File: src/rtl/gpio_cfg_pkg.sv
// Shared definitions for the GPIO pad-configuration loader: the FSM state
// encoding, default geometry and a small helper used to size the chains.
package gpio_cfg_pkg;

    localparam int DEF_NPADS     = 38;
    localparam int DEF_AREA1PADS = 19;
    localparam int DEF_CFG_W     = 13;

    typedef enum logic [2:0] {
        IDLE,
        FETCH,
        CAPTURE,
        SHIFT_LO,
        SHIFT_HI,
        LOAD,
        DONE
    } cfg_state_t;

    function automatic int max_int(input int a, input int b);
        return (a > b) ? a : b;
    endfunction

endpackage

File: src/rtl/gpio_cfg_shifter.sv
// Per-chain word serializer: captures one configuration word (or a zero
// padding word) and presents it MSB first, shifting after each serial clock high.
module gpio_cfg_shifter
    import gpio_cfg_pkg::*;
#(
    parameter int CFG_W = DEF_CFG_W
) (
    input  logic             clk,
    input  logic             resetn,
    input  logic             capture,
    input  logic             word_valid,
    input  logic [CFG_W-1:0] word,
    input  logic             shift,
    input  logic             drive,
    output logic             serial_out
);

    logic [CFG_W-1:0] shreg_q;

    // Load the fetched word (zero for padding slots), shift left after each high phase.
    // NOTE: state registers use non-blocking assignments so every flop samples
    // pre-edge values regardless of block evaluation order.
    always_ff @(posedge clk or negedge resetn) begin
        if (!resetn) begin
            shreg_q <= '0;
        end else if (capture) begin
            shreg_q <= word_valid ? word : '0;
        end else if (shift) begin
            shreg_q <= shreg_q << 1;
        end
    end

    // The chain sees a quiet 0 whenever no bit is being presented.
    assign serial_out = drive & shreg_q[CFG_W-1];

endmodule

File: src/rtl/gpio_cfg_loader.sv
// GPIO pad-configuration loader: walks the config store, serializes each pad
// word MSB first onto the pad control chain, then strobes serial_load.
// Build option: define DUAL_CHAIN_EN to drive two chains in parallel
// (chain 1: pads AREA1PADS-1..0, chain 2: pads AREA1PADS..NPADS-1).
module gpio_cfg_loader
    import gpio_cfg_pkg::*;
#(
    parameter int NPADS     = DEF_NPADS,
    parameter int AREA1PADS = DEF_AREA1PADS,
    parameter int CFG_W     = DEF_CFG_W
) (
    input  logic                     clk,
    input  logic                     resetn,
    input  logic                     start,
    output logic                     busy,
    output logic                     done,
    output logic [$clog2(NPADS)-1:0] cfg_addr,
    input  logic [CFG_W-1:0]         cfg_data,
    output logic                     serial_clock,
    output logic                     serial_data_out,
    output logic                     serial_load
`ifdef DUAL_CHAIN_EN
    ,
    output logic [$clog2(NPADS)-1:0] cfg_addr2,
    input  logic [CFG_W-1:0]         cfg_data2,
    output logic                     serial_data_out2
`endif
);

    localparam int AW = $clog2(NPADS);
    localparam int BW = (CFG_W > 1) ? $clog2(CFG_W) : 1;
`ifdef DUAL_CHAIN_EN
    localparam bit DUAL = 1'b1;
`else
    localparam bit DUAL = 1'b0;
`endif
    localparam int CHAIN1_PADS = DUAL ? AREA1PADS : NPADS;
    localparam int CHAIN2_PADS = NPADS - AREA1PADS;
    // Both chains are padded to the same length so they share clock and load.
    localparam int CHAIN_LEN   = DUAL ? max_int(AREA1PADS, CHAIN2_PADS) : NPADS;

    cfg_state_t    state_q, state_d;
    logic [AW-1:0] slot_q;   // words still to send on each chain, minus one
    logic [BW-1:0] bit_q;    // bits still to send in the current word, minus one
    logic          load_q;   // first LOAD cycle already spent
    logic          chain1_valid;
    logic          in_shift;

    // Chain 1 sends slot s as pad s; slots beyond its pad count are zero padding.
    assign chain1_valid = int'(slot_q) < CHAIN1_PADS;
    assign in_shift     = (state_q == SHIFT_LO) || (state_q == SHIFT_HI);

    // State register.
    always_ff @(posedge clk or negedge resetn) begin
        if (!resetn) begin
            state_q <= IDLE;
        end else begin
            state_q <= state_d;
        end
    end

    // Slot, bit and load-phase counters; slot stops at 0 and never wraps.
    always_ff @(posedge clk or negedge resetn) begin
        if (!resetn) begin
            slot_q <= '0;
            bit_q  <= '0;
            load_q <= 1'b0;
        end else begin
            case (state_q)
                IDLE: begin
                    if (start) begin
                        slot_q <= AW'(CHAIN_LEN - 1);
                        load_q <= 1'b0;
                    end
                end
                CAPTURE:  bit_q <= BW'(CFG_W - 1);
                SHIFT_HI: begin
                    if (bit_q != '0) begin
                        bit_q <= bit_q - 1'b1;
                    end else if (slot_q != '0) begin
                        slot_q <= slot_q - 1'b1;
                    end
                end
                LOAD:     load_q <= 1'b1;
                default:  ;
            endcase
        end
    end

    // Next-state and decoded outputs; outputs depend only on state so reset clears them at once.
    // NOTE: every signal gets a default before the case so no path leaves it
    // unassigned, which would otherwise infer a latch.
    always_comb begin
        state_d      = state_q;
        busy         = (state_q != IDLE) && (state_q != DONE);
        done         = (state_q == DONE);
        serial_clock = (state_q == SHIFT_HI);
        serial_load  = (state_q == LOAD);
        cfg_addr     = '0;
        case (state_q)
            IDLE:     if (start) state_d = FETCH;
            FETCH: begin
                state_d = CAPTURE;
                if (chain1_valid) cfg_addr = slot_q;
            end
            CAPTURE:  state_d = SHIFT_LO;
            SHIFT_LO: state_d = SHIFT_HI;
            SHIFT_HI: begin
                if (bit_q != '0)       state_d = SHIFT_LO;
                else if (slot_q != '0) state_d = FETCH;
                else                   state_d = LOAD;
            end
            LOAD:     if (load_q) state_d = DONE;
            DONE:     state_d = IDLE;
            default:  state_d = IDLE;
        endcase
    end

    gpio_cfg_shifter #(.CFG_W(CFG_W)) u_shift1 (
        .clk        (clk),
        .resetn     (resetn),
        .capture    (state_q == CAPTURE),
        .word_valid (chain1_valid),
        .word       (cfg_data),
        .shift      (state_q == SHIFT_HI),
        .drive      (in_shift),
        .serial_out (serial_data_out)
    );

`ifdef DUAL_CHAIN_EN
    logic chain2_valid;

    // Chain 2 runs lowest pad first: slot s carries pad NPADS-1-s, padding first.
    assign chain2_valid = int'(slot_q) < CHAIN2_PADS;
    assign cfg_addr2    = ((state_q == FETCH) && chain2_valid) ? (AW'(NPADS - 1) - slot_q) : '0;

    gpio_cfg_shifter #(.CFG_W(CFG_W)) u_shift2 (
        .clk        (clk),
        .resetn     (resetn),
        .capture    (state_q == CAPTURE),
        .word_valid (chain2_valid),
        .word       (cfg_data2),
        .shift      (state_q == SHIFT_HI),
        .drive      (in_shift),
        .serial_out (serial_data_out2)
    );
`endif

endmodule
File: config.mk
export PLATFORM = sky130hd
export DESIGN_NAME = gpio_cfg_loader
export DESIGN_NICKNAME = d
export VERILOG_FILES = /design/src/rtl/gpio_cfg_pkg.sv /design/src/rtl/gpio_cfg_shifter.sv /design/src/rtl/gpio_cfg_loader.sv
export SDC_FILE = /design/constraint.sdc
export NUM_CORES = 1
export LEC_CHECK = 0
export ABC_AREA = 1
export CAP_MARGIN = 20
export CELL_PAD_IN_SITES_DETAIL_PLACEMENT = 1
export CELL_PAD_IN_SITES_GLOBAL_PLACEMENT = 2
export CORE_ASPECT_RATIO = 1.25
export CORE_MARGIN = 4
export CORE_UTILIZATION = 32
export DETAILED_ROUTE_END_ITERATION = 8
export PLACE_DENSITY_LB_ADDON = 0.1
export SLEW_MARGIN = 30
export SYNTH_ARGS = -nofsm -noshare
export SYNTH_HDL_FRONTEND = slang
export SYNTH_SLANG_ARGS = --single-unit
File: constraint.sdc
create_clock -name clk -period 3.2 [get_ports clk]
set_input_delay 0.32 -clock clk [delete_from_list [all_inputs] [get_ports clk]]
set_output_delay 0.32 -clock clk [all_outputs]
set_load 0.01 [all_outputs]
After elaboration in Yosys (flattened, before gate mapping)
Cells that the tools add are included.
{"block": "totals", "output_inout_bits": 11, "word_cells": 52, "regBits": 27, "in_bits": 16}
{"block": "op_classes", "n_lt_le_gt_ge": 1, "n_reduce_logical": 13, "bitwise": 1, "n_eq_ne": 12, "n_addsub": 2, "mux": 18}
{"cell": "two-way mux 13 bit", "n": 3}
{"cell": "two-way mux 6 bit", "n": 5}
{"cell": "one-hot mux 3 bit (6 select lines)", "n": 1}
{"cell": "two-way mux 3 bit", "n": 4}
{"cell": "one-hot mux 6 bit (2 select lines)", "n": 1}
{"cell": "== test 3 bit (second input constant)", "n": 3}
{"cell": "one-hot mux 4 bit (2 select lines)", "n": 1}
{"cell": "== test 3 x 2 -> 1 bit (second input constant)", "n": 2}
{"cell": "less-than comparator 6 bit (second input constant)", "n": 1}
{"cell": "!= test 2 x 1 -> 1 bit (second input constant)", "n": 3}
{"cell": "AND reduction 2 bit", "n": 3}
{"cell": "nonzero test 2 bit", "n": 3}
{"cell": "nonzero test 6 bit", "n": 1}
{"cell": "subtractor 6 x 1 -> 6 bit (second input constant)", "n": 1}
{"cell": "two-way mux 4 bit", "n": 1}
{"cell": "!= test 2 bit (second input constant)", "n": 2}
{"cell": "AND reduction 4 bit", "n": 1}
{"cell": "nonzero test 4 bit", "n": 1}
{"cell": "subtractor 4 x 1 -> 4 bit (second input constant)", "n": 1}
{"cell": "== test 3 x 1 -> 1 bit (second input constant)", "n": 1}
{"cell": "zero test 3 bit", "n": 1}
{"cell": "!= test 3 bit (second input constant)", "n": 1}
{"cell": "nonzero test 3 bit", "n": 1}
{"cell": "one-hot mux 1 bit (2 select lines)", "n": 1}
{"cell": "other kinds (4)", "n": 4}

Logic depth before layout (Yosys ltp)
Gate-level depths: netlist of the first run.
{"block": "depth", "word_depth": 4, "mapped_depth": 9, "depth_no_buf": 9}

Modules after synthesis
Synthesis of the first run repeated with hierarchy kept, for this count alone.
{"block": "unflattened", "hier_cells": 235, "hier_area_um2": 1624.1}
{"mod": "gpio_cfg_loader", "seq_area_each_um2": 350.3, "n_inst": 1, "cells_per_inst": 137, "area_per_inst_um2": 925.9}
{"mod": "gpio_cfg_shifter", "seq_area_each_um2": 325.3, "n_inst": 1, "cells_per_inst": 98, "area_per_inst_um2": 698.2}

Worst setup path after synthesis of the first run
No wires, ideal clock.
{"block": "synth_path", "kind": "register -> register", "from": "register slot_q[0]", "to": "register slot_q[5]", "arrival_time_ps": 1317, "period_less_slack_ps": 1433, "required_ps": 3084, "setup_time_ps": 116, "path_stages_with_launch": 10, "path_buffers": 0, "path_slack_ps": 1767, "cell_sequence": "dfrtp_1 -> inv_1 -> ha_1 -> inv_1 -> nor2_1 -> nand4_1 -> inv_1 -> nor2_4 -> nand2_1 -> nand2_1"}
{"block": "synth_via", "elab_chain_len": 4, "elab_cells_between_ends": 7, "classes_between": "add/sub: 1; eq/ne: 1; mux: 3; reduce/logical: 2"}
{"item": "start: declaration", "line": "gpio_cfg_loader.sv:43", "rtl": "logic [AW-1:0] slot_q;"}
{"item": "start signal: assignment", "line": "gpio_cfg_loader.sv:72", "rtl": "slot_q <= AW'(CHAIN_LEN - 1);"}
{"item": "start signal: assignment", "line": "gpio_cfg_loader.sv:81", "rtl": "slot_q <= slot_q - 1'b1;"}
{"item": "subtractor 6 x 1 -> 6 bit", "line": "gpio_cfg_loader.sv:81"}
{"item": "two-way mux 6 bit", "line": "gpio_cfg_loader.sv:80", "rtl": "end else if (slot_q != '0) begin"}
{"item": "two-way mux 6 bit", "line": "gpio_cfg_loader.sv:78", "rtl": "if (bit_q != '0) begin"}
{"item": "one-hot mux 6 bit (2 select lines)", "line": "gpio_cfg_loader.sv:69", "rtl": "case (state_q)"}
Several ways; a longest one is shown, not always the timed one. The select of a mux whose other input is x is not followed.
A chain may end at the register's enable or synchronous reset.

Final worst setup path of the first run
{"block": "layout_path", "from": "register slot_q[3]", "to": "output cfg_addr[1]"}
{"block": "layout_via", "elab_chain_len": 3}
{"item": "less-than comparator 6 bit", "line": "gpio_cfg_loader.sv:50", "rtl": "assign chain1_valid = int'(slot_q) < CHAIN1_PADS;"}
{"item": "two-way mux 6 bit", "line": "gpio_cfg_loader.sv:104", "rtl": "if (chain1_valid) cfg_addr = slot_q;"}
{"item": "two-way mux 6 bit", "line": "gpio_cfg_loader.sv:100", "rtl": "case (state_q)"}
{"item": "end: declaration", "line": "gpio_cfg_loader.sv:17", "rtl": "output logic [$clog2(NPADS)-1:0] cfg_addr,"}
Every way passes these cells.

==> impl_metrics.toml, run 1 <==
[routing]
routed_via_density = 4.95
detailedRoute.firstPassIterationCount = 4
via_count = 1446
wire_per_inst_microns = 13.8
drcViolationCount = 0
drt_iter0_drc = 61
drt_wl_total_microns = 4040
drtAntennaViolNets = 0

[final_layout]
syn2layout_area_growth_pct = 21.6
fillers = 620
final_nets = 251
multi_input_comb_area_sq_um = 753
seq_area_sq_um = 676
antenna_cells = 0
final_cell_mix = "40 x sky130_fd_sc_hd__nand2_1, 27 x sky130_fd_sc_hd__dfrtp_1, 26 x sky130_fd_sc_hd__nand3_1, 26 x sky130_fd_sc_hd__clkdlybuf4s50_1, 24 x sky130_fd_sc_hd__nor2_1"
most_common_cell_after_layout_fill_and_taps_aside = "sky130_fd_sc_hd__nand2_1"
post_route_cells_drive_above_1_share_pct = 9.48

[critical_path]
cpPeakStageDelay_ps = 590
cp_bufs_invs = 2
regToRegSetupSlack_ps = 1450
worstSetupPathType = "reg2out"
worstReg2RegEnd = "u_shift1.shreg_q[12]$_DFFE_PN0N_"
cp_endpoint_kind = "primary output"
crit-reg2reg-launch = "state_q[0]$_DFFE_PN0P_"
cp-start-kind = "register"
critPathRequiredTime_ps = 2880
critical_path.max_fanout = 14
worst_r2r_path_depth = 5
critPathTopFamily = "buffers and inverters"
cp.arrival_ps = 2130
cp.depth = 6
critical_path.slowest_cell = "sky130_fd_sc_hd__clkdlybuf4s50_1"
crit_chain = "nor2_4 -> o21ai_2 -> nand2_2 -> inv_1 -> nor3_1 -> clkdlybuf4s50_1"

[timing]
final-setup-viol-count = 0
setup_tns_ps = 0
hold_slack_ps = 419
timing.final.crit_period_ps = 2450
finalHoldViolations = 0
fin_crit_sh_pct = 76.4
clock-skew-final_ps = 3.82
fmax_mhz = 409
maxSlewViolCount = 0
max-slew-margin-rel_pct = 67.5
rsz0062_at_grt = "false"
max_slew.worst_pin.slew_ps = 486

[power_and_ir_drop]
ir_drop_v = 0.000252
power_leakage_nw = 0.876
power_per_cell_area_mw_per_mm2 = 927
power.total_w = 0.00177

[floorplan]
num_rows = 28
io_pins = 27
core-area_sq_mm = 0.00476
die_h_microns = 86.4
die-width_microns = 70.7
initial_core_util_pct = 33.0
dieArea_sq_mm = 0.00611

[clock_network]
clkLatencyLatePin_ps = 270
clock_tree.buffer_depth = 2
cts_hold_buffers = 0
numCtsBuffers = 3
postCtsResizedCells = 0
cts_post_setup_buffers_inserted = 0
clock_tree.htree_level_count = 1
clock_tree_from_tritoncts = "yes"
clock_sink_count = 27
worst_setup_hold_path_clk_slew_ps = 90
root_buffer = "sky130_fd_sc_hd__clkbuf_8"

[yosys]
post_synth_main_area_contributors = "sky130_fd_sc_hd__dfrtp_1 43%, sky130_fd_sc_hd__nand2_1 9.5%, sky130_fd_sc_hd__nand3_1 8.3%"
syn-instance-count = 207
synth.ff_latch_count = 27
synth-warning-count = 0
synth_area_per_cell_sq_um = 7.60
mappedNetlistArea_sq_mm = 0.00157
synth.net_count = 225
share_of_the_synthesized_area_in_the_top_cell_type_pct = 43.0
synth.yosys.seq_area_share_pct = 43.0
yosys_top_cell_by_area = "sky130_fd_sc_hd__dfrtp_1"
synth.lib_cells_used.distinct = 24

[placement]
place_congestion = 0.771
port-buffer-count = 26
dp_hpwl_microns = 3140

[run]
maxCapViolCount = 0

[global_route]
vias_in_the_first_global_route = 1529
largest_net_degree_at_the_start_of_global_routing = 28
grt_first_pass_wirelength_microns = 7210
busiest_layer = "met2"
antenna_violations_before_repair = 0
global_route.usage.total_pct = 14.5
grt.met2_usage_pct = 26.5
grt_util_met3_pct = 1.51
grt_util_met1_pct = 17.9
grt-ovfl-total = 0

[run_status]
status = "finished, final reports clean"

[hold_path]
hold_path.class = "in2async"
==> routing by layer <==
layer / vias to the layer above / share of wire, %
met1: 703 / 44
met4: 0 / 0.62
li1: 722 / -
met5: - / 0
met3: 2 / 1.7
met2: 19 / 53
==> registers in the layout, summed over array words and instances (netlist names) <==
| register | flops |
|---|---|
| load_q | 1 |
| bit_q | 4 |
| state_q | 3 |
| slot_q | 6 |
| u_shift1.shreg_q | 13 |
==> cell families (layout without fill, tap and decap cells) <==
family | count (synthesis) | count (layout) | share of synthesized area, %
AOI/OAI and AO/OA | 33 | 33 | 11.2
buffers and inverters | 31 | 56 | 9.15
xor gates and xnor gates | 2 | 2 | 1.11
and+or+nand+nor | 112 | 112 | 34.0
DFF | 27 | 27 | 43.0
adders and majority gates | 2 | 2 | 1.59
==> how the worst max path moves through the flow <==
stage,to,start,slack (ps)
after floorplan,slot_q[5]$_DFFE_PN0P_,slot_q[0]$_DFFE_PN0P_,1770
after global routing,cfg_addr[1],slot_q[3]$_DFFE_PN0P_,550
after CTS,cfg_addr[1],slot_q[3]$_DFFE_PN0P_,710
after global placement,cfg_addr[1],slot_q[3]$_DFFE_PN0P_,1170
final,cfg_addr[1],slot_q[3]$_DFFE_PN0P_,750
after detailed placement,cfg_addr[1],slot_q[3]$_DFFE_PN0P_,1020
==> final cells by class <==
| cell class | instances | area share (%) |
|---|---|---|
| Multi-Input combinational cell | 149 | 39.4 |
| Sequential cell | 27 | 35.3 |
| Timing Repair Buffer | 27 | 14.0 |
| Inverter | 25 | 4.91 |
| Tap cell | 60 | 3.93 |
| Clock buffer | 3 | 2.16 |
| Clock inverter | 1 | 0.262 |
==> cell usage after synthesis <==
library cell,n
sky130_fd_sc_hd__nand4_1,2
sky130_fd_sc_hd__nor2_4,5
sky130_fd_sc_hd__inv_2,4
sky130_fd_sc_hd__o21ai_2,1
sky130_fd_sc_hd__o21ai_0,16
sky130_fd_sc_hd__ha_1,2
sky130_fd_sc_hd__nand2_1,40
sky130_fd_sc_hd__o211ai_1,1
sky130_fd_sc_hd__nand3_1,26
sky130_fd_sc_hd__nor3_1,8
sky130_fd_sc_hd__a21oi_1,12
sky130_fd_sc_hd__xor2_1,1
sky130_fd_sc_hd__nand2_2,5
sky130_fd_sc_hd__o22ai_1,2
sky130_fd_sc_hd__dfrtp_1,27
sky130_fd_sc_hd__a21boi_0,1
sky130_fd_sc_hd__buf_2,1
sky130_fd_sc_hd__nor2_1,24
sky130_fd_sc_hd__nor2_2,1
sky130_fd_sc_hd__xnor2_1,1
sky130_fd_sc_hd__inv_1,21
sky130_fd_sc_hd__buf_4,3
sky130_fd_sc_hd__nand3_4,1
sky130_fd_sc_hd__buf_6,2
==> power by group <==
group,switching (W),internal (W)
registers,0.000127,0.000503
clock network,0.000108,0.0000872
logic,0.000587,0.000361
total,0.000821,0.000951
==> metrics by stage <==
| step | cell area, sq um | instances | util (%) | worst slack, ps |
|---|---|---|---|---|
| after detailed placement | 1870 | 288 | 39.2 | 1020 |
| after CTS | 1910 | 292 | 40.1 | 712 |
| after global routing | 1910 | 292 | 40.1 | 550 |
| final | 1910 | 292 | 40.1 | 755 |
| after global placement | 1870 | 288 | 39.2 | 1170 |
| after floorplan | 1570 | 207 | - | 1770 |
Power figures use the tool's default switching activity.
==> run 2, diff against run 1 <==
- CORE_UTILIZATION: 32 -> 30
- clock period: 3.2 -> 2.4 ns (I/O delays scaled with it)
==> run 2 against run 1 <==
Total power up 35%. Setup slack worse by 620 ps. Sequential cell count unchanged. Count of clock-buffer cells in the layout unchanged. Non-clock buffer count up 1. Clock skew down 0.90 ps. Highest routed layer unchanged.
==> impl_metrics.toml, run 2 (synthesized netlist as in run 1, its figures left out) <==
[run_status]
status = "finished, final reports clean"

[final_layout]
antenna_cells = 0
number_of_cells_in_the_finished_layout_apart_from_fillers = 295
final_cell_mix = "40 x sky130_fd_sc_hd__nand2_1, 27 x sky130_fd_sc_hd__dfrtp_1, 26 x sky130_fd_sc_hd__nand3_1, 26 x sky130_fd_sc_hd__clkdlybuf4s50_1, 24 x sky130_fd_sc_hd__nor2_1"
seq_area_sq_um = 676
largest_register = "u_shift1.shreg_q"
reg.largest.list = "u_shift1.shreg_q x13, slot_q x6, bit_q x4"
fillers = 631
final_nets = 252
postLayoutCellArea_sq_mm = 0.00193
syn2layout_area_growth_pct = 22.5
largest_reg_flops = 13
multi_input_comb_area_sq_um = 758
most_common_cell_after_layout_fill_and_taps_aside = "sky130_fd_sc_hd__nand2_1"
post_route_cells_drive_above_1_share_pct = 9.87

[timing]
fmax_mhz = 442
fin_crit_sh_pct = 94.2
clock-skew-final_ps = 2.92
final-setup-viol-count = 0
maxSlewViolCount = 0
timing.final.crit_period_ps = 2260
max-slew-margin-rel_pct = 70.5
max_slew.worst_pin.slew_ps = 442
setup_tns_ps = 0
rsz0062_at_grt = "false"
finalHoldViolations = 0

[critical_path]
critical_path.max_fanout = 14
cpPeakStageDelay_ps = 570
critPathRequiredTime_ps = 2160
critical_path.slowest_cell = "sky130_fd_sc_hd__clkdlybuf4s50_1"
cp.arrival_ps = 2020
worst_r2r_path_depth = 9
cp.depth = 6
worstSetupPathType = "reg2out"
cp_endpoint_kind = "primary output"
crit_chain = "nor2_4 -> o21ai_2 -> nand2_4 -> inv_1 -> nor3_1 -> clkdlybuf4s50_1"
critPathTopFamily = "buffers and inverters"
cp_bufs_invs = 2
cp-start-kind = "register"

[floorplan]
io_pins = 27
die-width_microns = 72.8
num_rows = 29
dieArea_sq_mm = 0.00647
initial_core_util_pct = 31.0
die_h_microns = 89.0
core-area_sq_mm = 0.00508

[power_and_ir_drop]
power_leakage_nw = 0.888
power_per_cell_area_mw_per_mm2 = 1240
power.total_w = 0.00240
ir_drop_v = 0.000466

[global_route]
global_route.usage.total_pct = 14.3
antenna_violations_before_repair = 0
largest_net_degree_at_the_start_of_global_routing = 28
grt-ovfl-total = 0
grt_first_pass_wirelength_microns = 7290
vias_in_the_first_global_route = 1566

[routing]
detailedRoute.firstPassIterationCount = 4
wire_per_inst_microns = 14.4
routed_via_density = 4.92
drt_wl_total_microns = 4240
drt_iter0_drc = 60
drtAntennaViolNets = 0
via_count = 1451
drcViolationCount = 0

[clock_network]
clock_tree_from_tritoncts = "yes"
clock_tree.htree_level_count = 1
clock_tree.buffer_depth = 2
clkLatencyLatePin_ps = 270
cts_hold_buffers = 0
clock_sink_count = 27
cts_post_setup_buffers_inserted = 0
postCtsResizedCells = 0
root_buffer = "sky130_fd_sc_hd__clkbuf_8"
worst_setup_hold_path_clk_slew_ps = 100
numCtsBuffers = 3

[placement]
port-buffer-count = 26
place_congestion = 0.768
placedInstanceArea_sq_mm = 0.00188
dp.cells = 291
dp_hpwl_microns = 3240

[hold_path]
hold_path.class = "in2async"

[run]
maxCapViolCount = 0
-- run 2: final timing paths --
check                                 startpoint  slack (ps)                         endpoint
setup / recovery           slot_q[3]$_DFFE_PN0P_         140                      cfg_addr[2]
hold / removal                            resetn         330  u_shift1.shreg_q[8]$_DFFE_PN0N_
setup reg to reg           slot_q[0]$_DFFE_PN0P_         700            slot_q[4]$_DFFE_PN0P_
hold reg to reg               load_q$_DFFE_PN0P_         490           state_q[0]$_DFFE_PN0P_
max in group asynchronous                 resetn        1800  u_shift1.shreg_q[1]$_DFFE_PN0N_
min in group clk              load_q$_DFFE_PN0P_         490           state_q[0]$_DFFE_PN0P_
-- run 2: through the flow --
stage               hold slack [ps]  utilization, %  setup WS [ps]
floorplan                     -55.6               -            967
global placement                457            36.9            450
detailed placement              476            36.9            322
CTS                             342            37.8          0.171
global route                    362            37.9          0.649
finish                          332            37.9            139
-- run 2: power breakdown --
part           internal [W]  total [W]  switching, W
Combinational      0.000488    0.00129      0.000802
Clock              0.000117   0.000266      0.000149
Sequential         0.000671   0.000842      0.000172
-- run 2: final cells by class --
cell class / count / share of cell area (%)
multi-input combinational: 149 / 39.4
inverter: 25 / 4.87
tap: 62 / 4.03
sequential: 27 / 35.1
clock buffer: 3 / 2.14
clock inverter: 1 / 0.260
timing repair buffer: 28 / 14.3
-- run 2: per-layer routing --
layer,vias to the layer above,GRT usage [%],routed length (microns)
li1,721,-,-
met1,694,17.0,1790
met4,0,3.69,44
met2,31,26.6,2260
met3,5,2.02,154
met5,-,0,0
==> run 3, diff against run 2 <==
- HOLD_SLACK_MARGIN: default -> 0.03
==> results of run 3 <==
Final layout, timing and power as in run 2 (identical DEF).
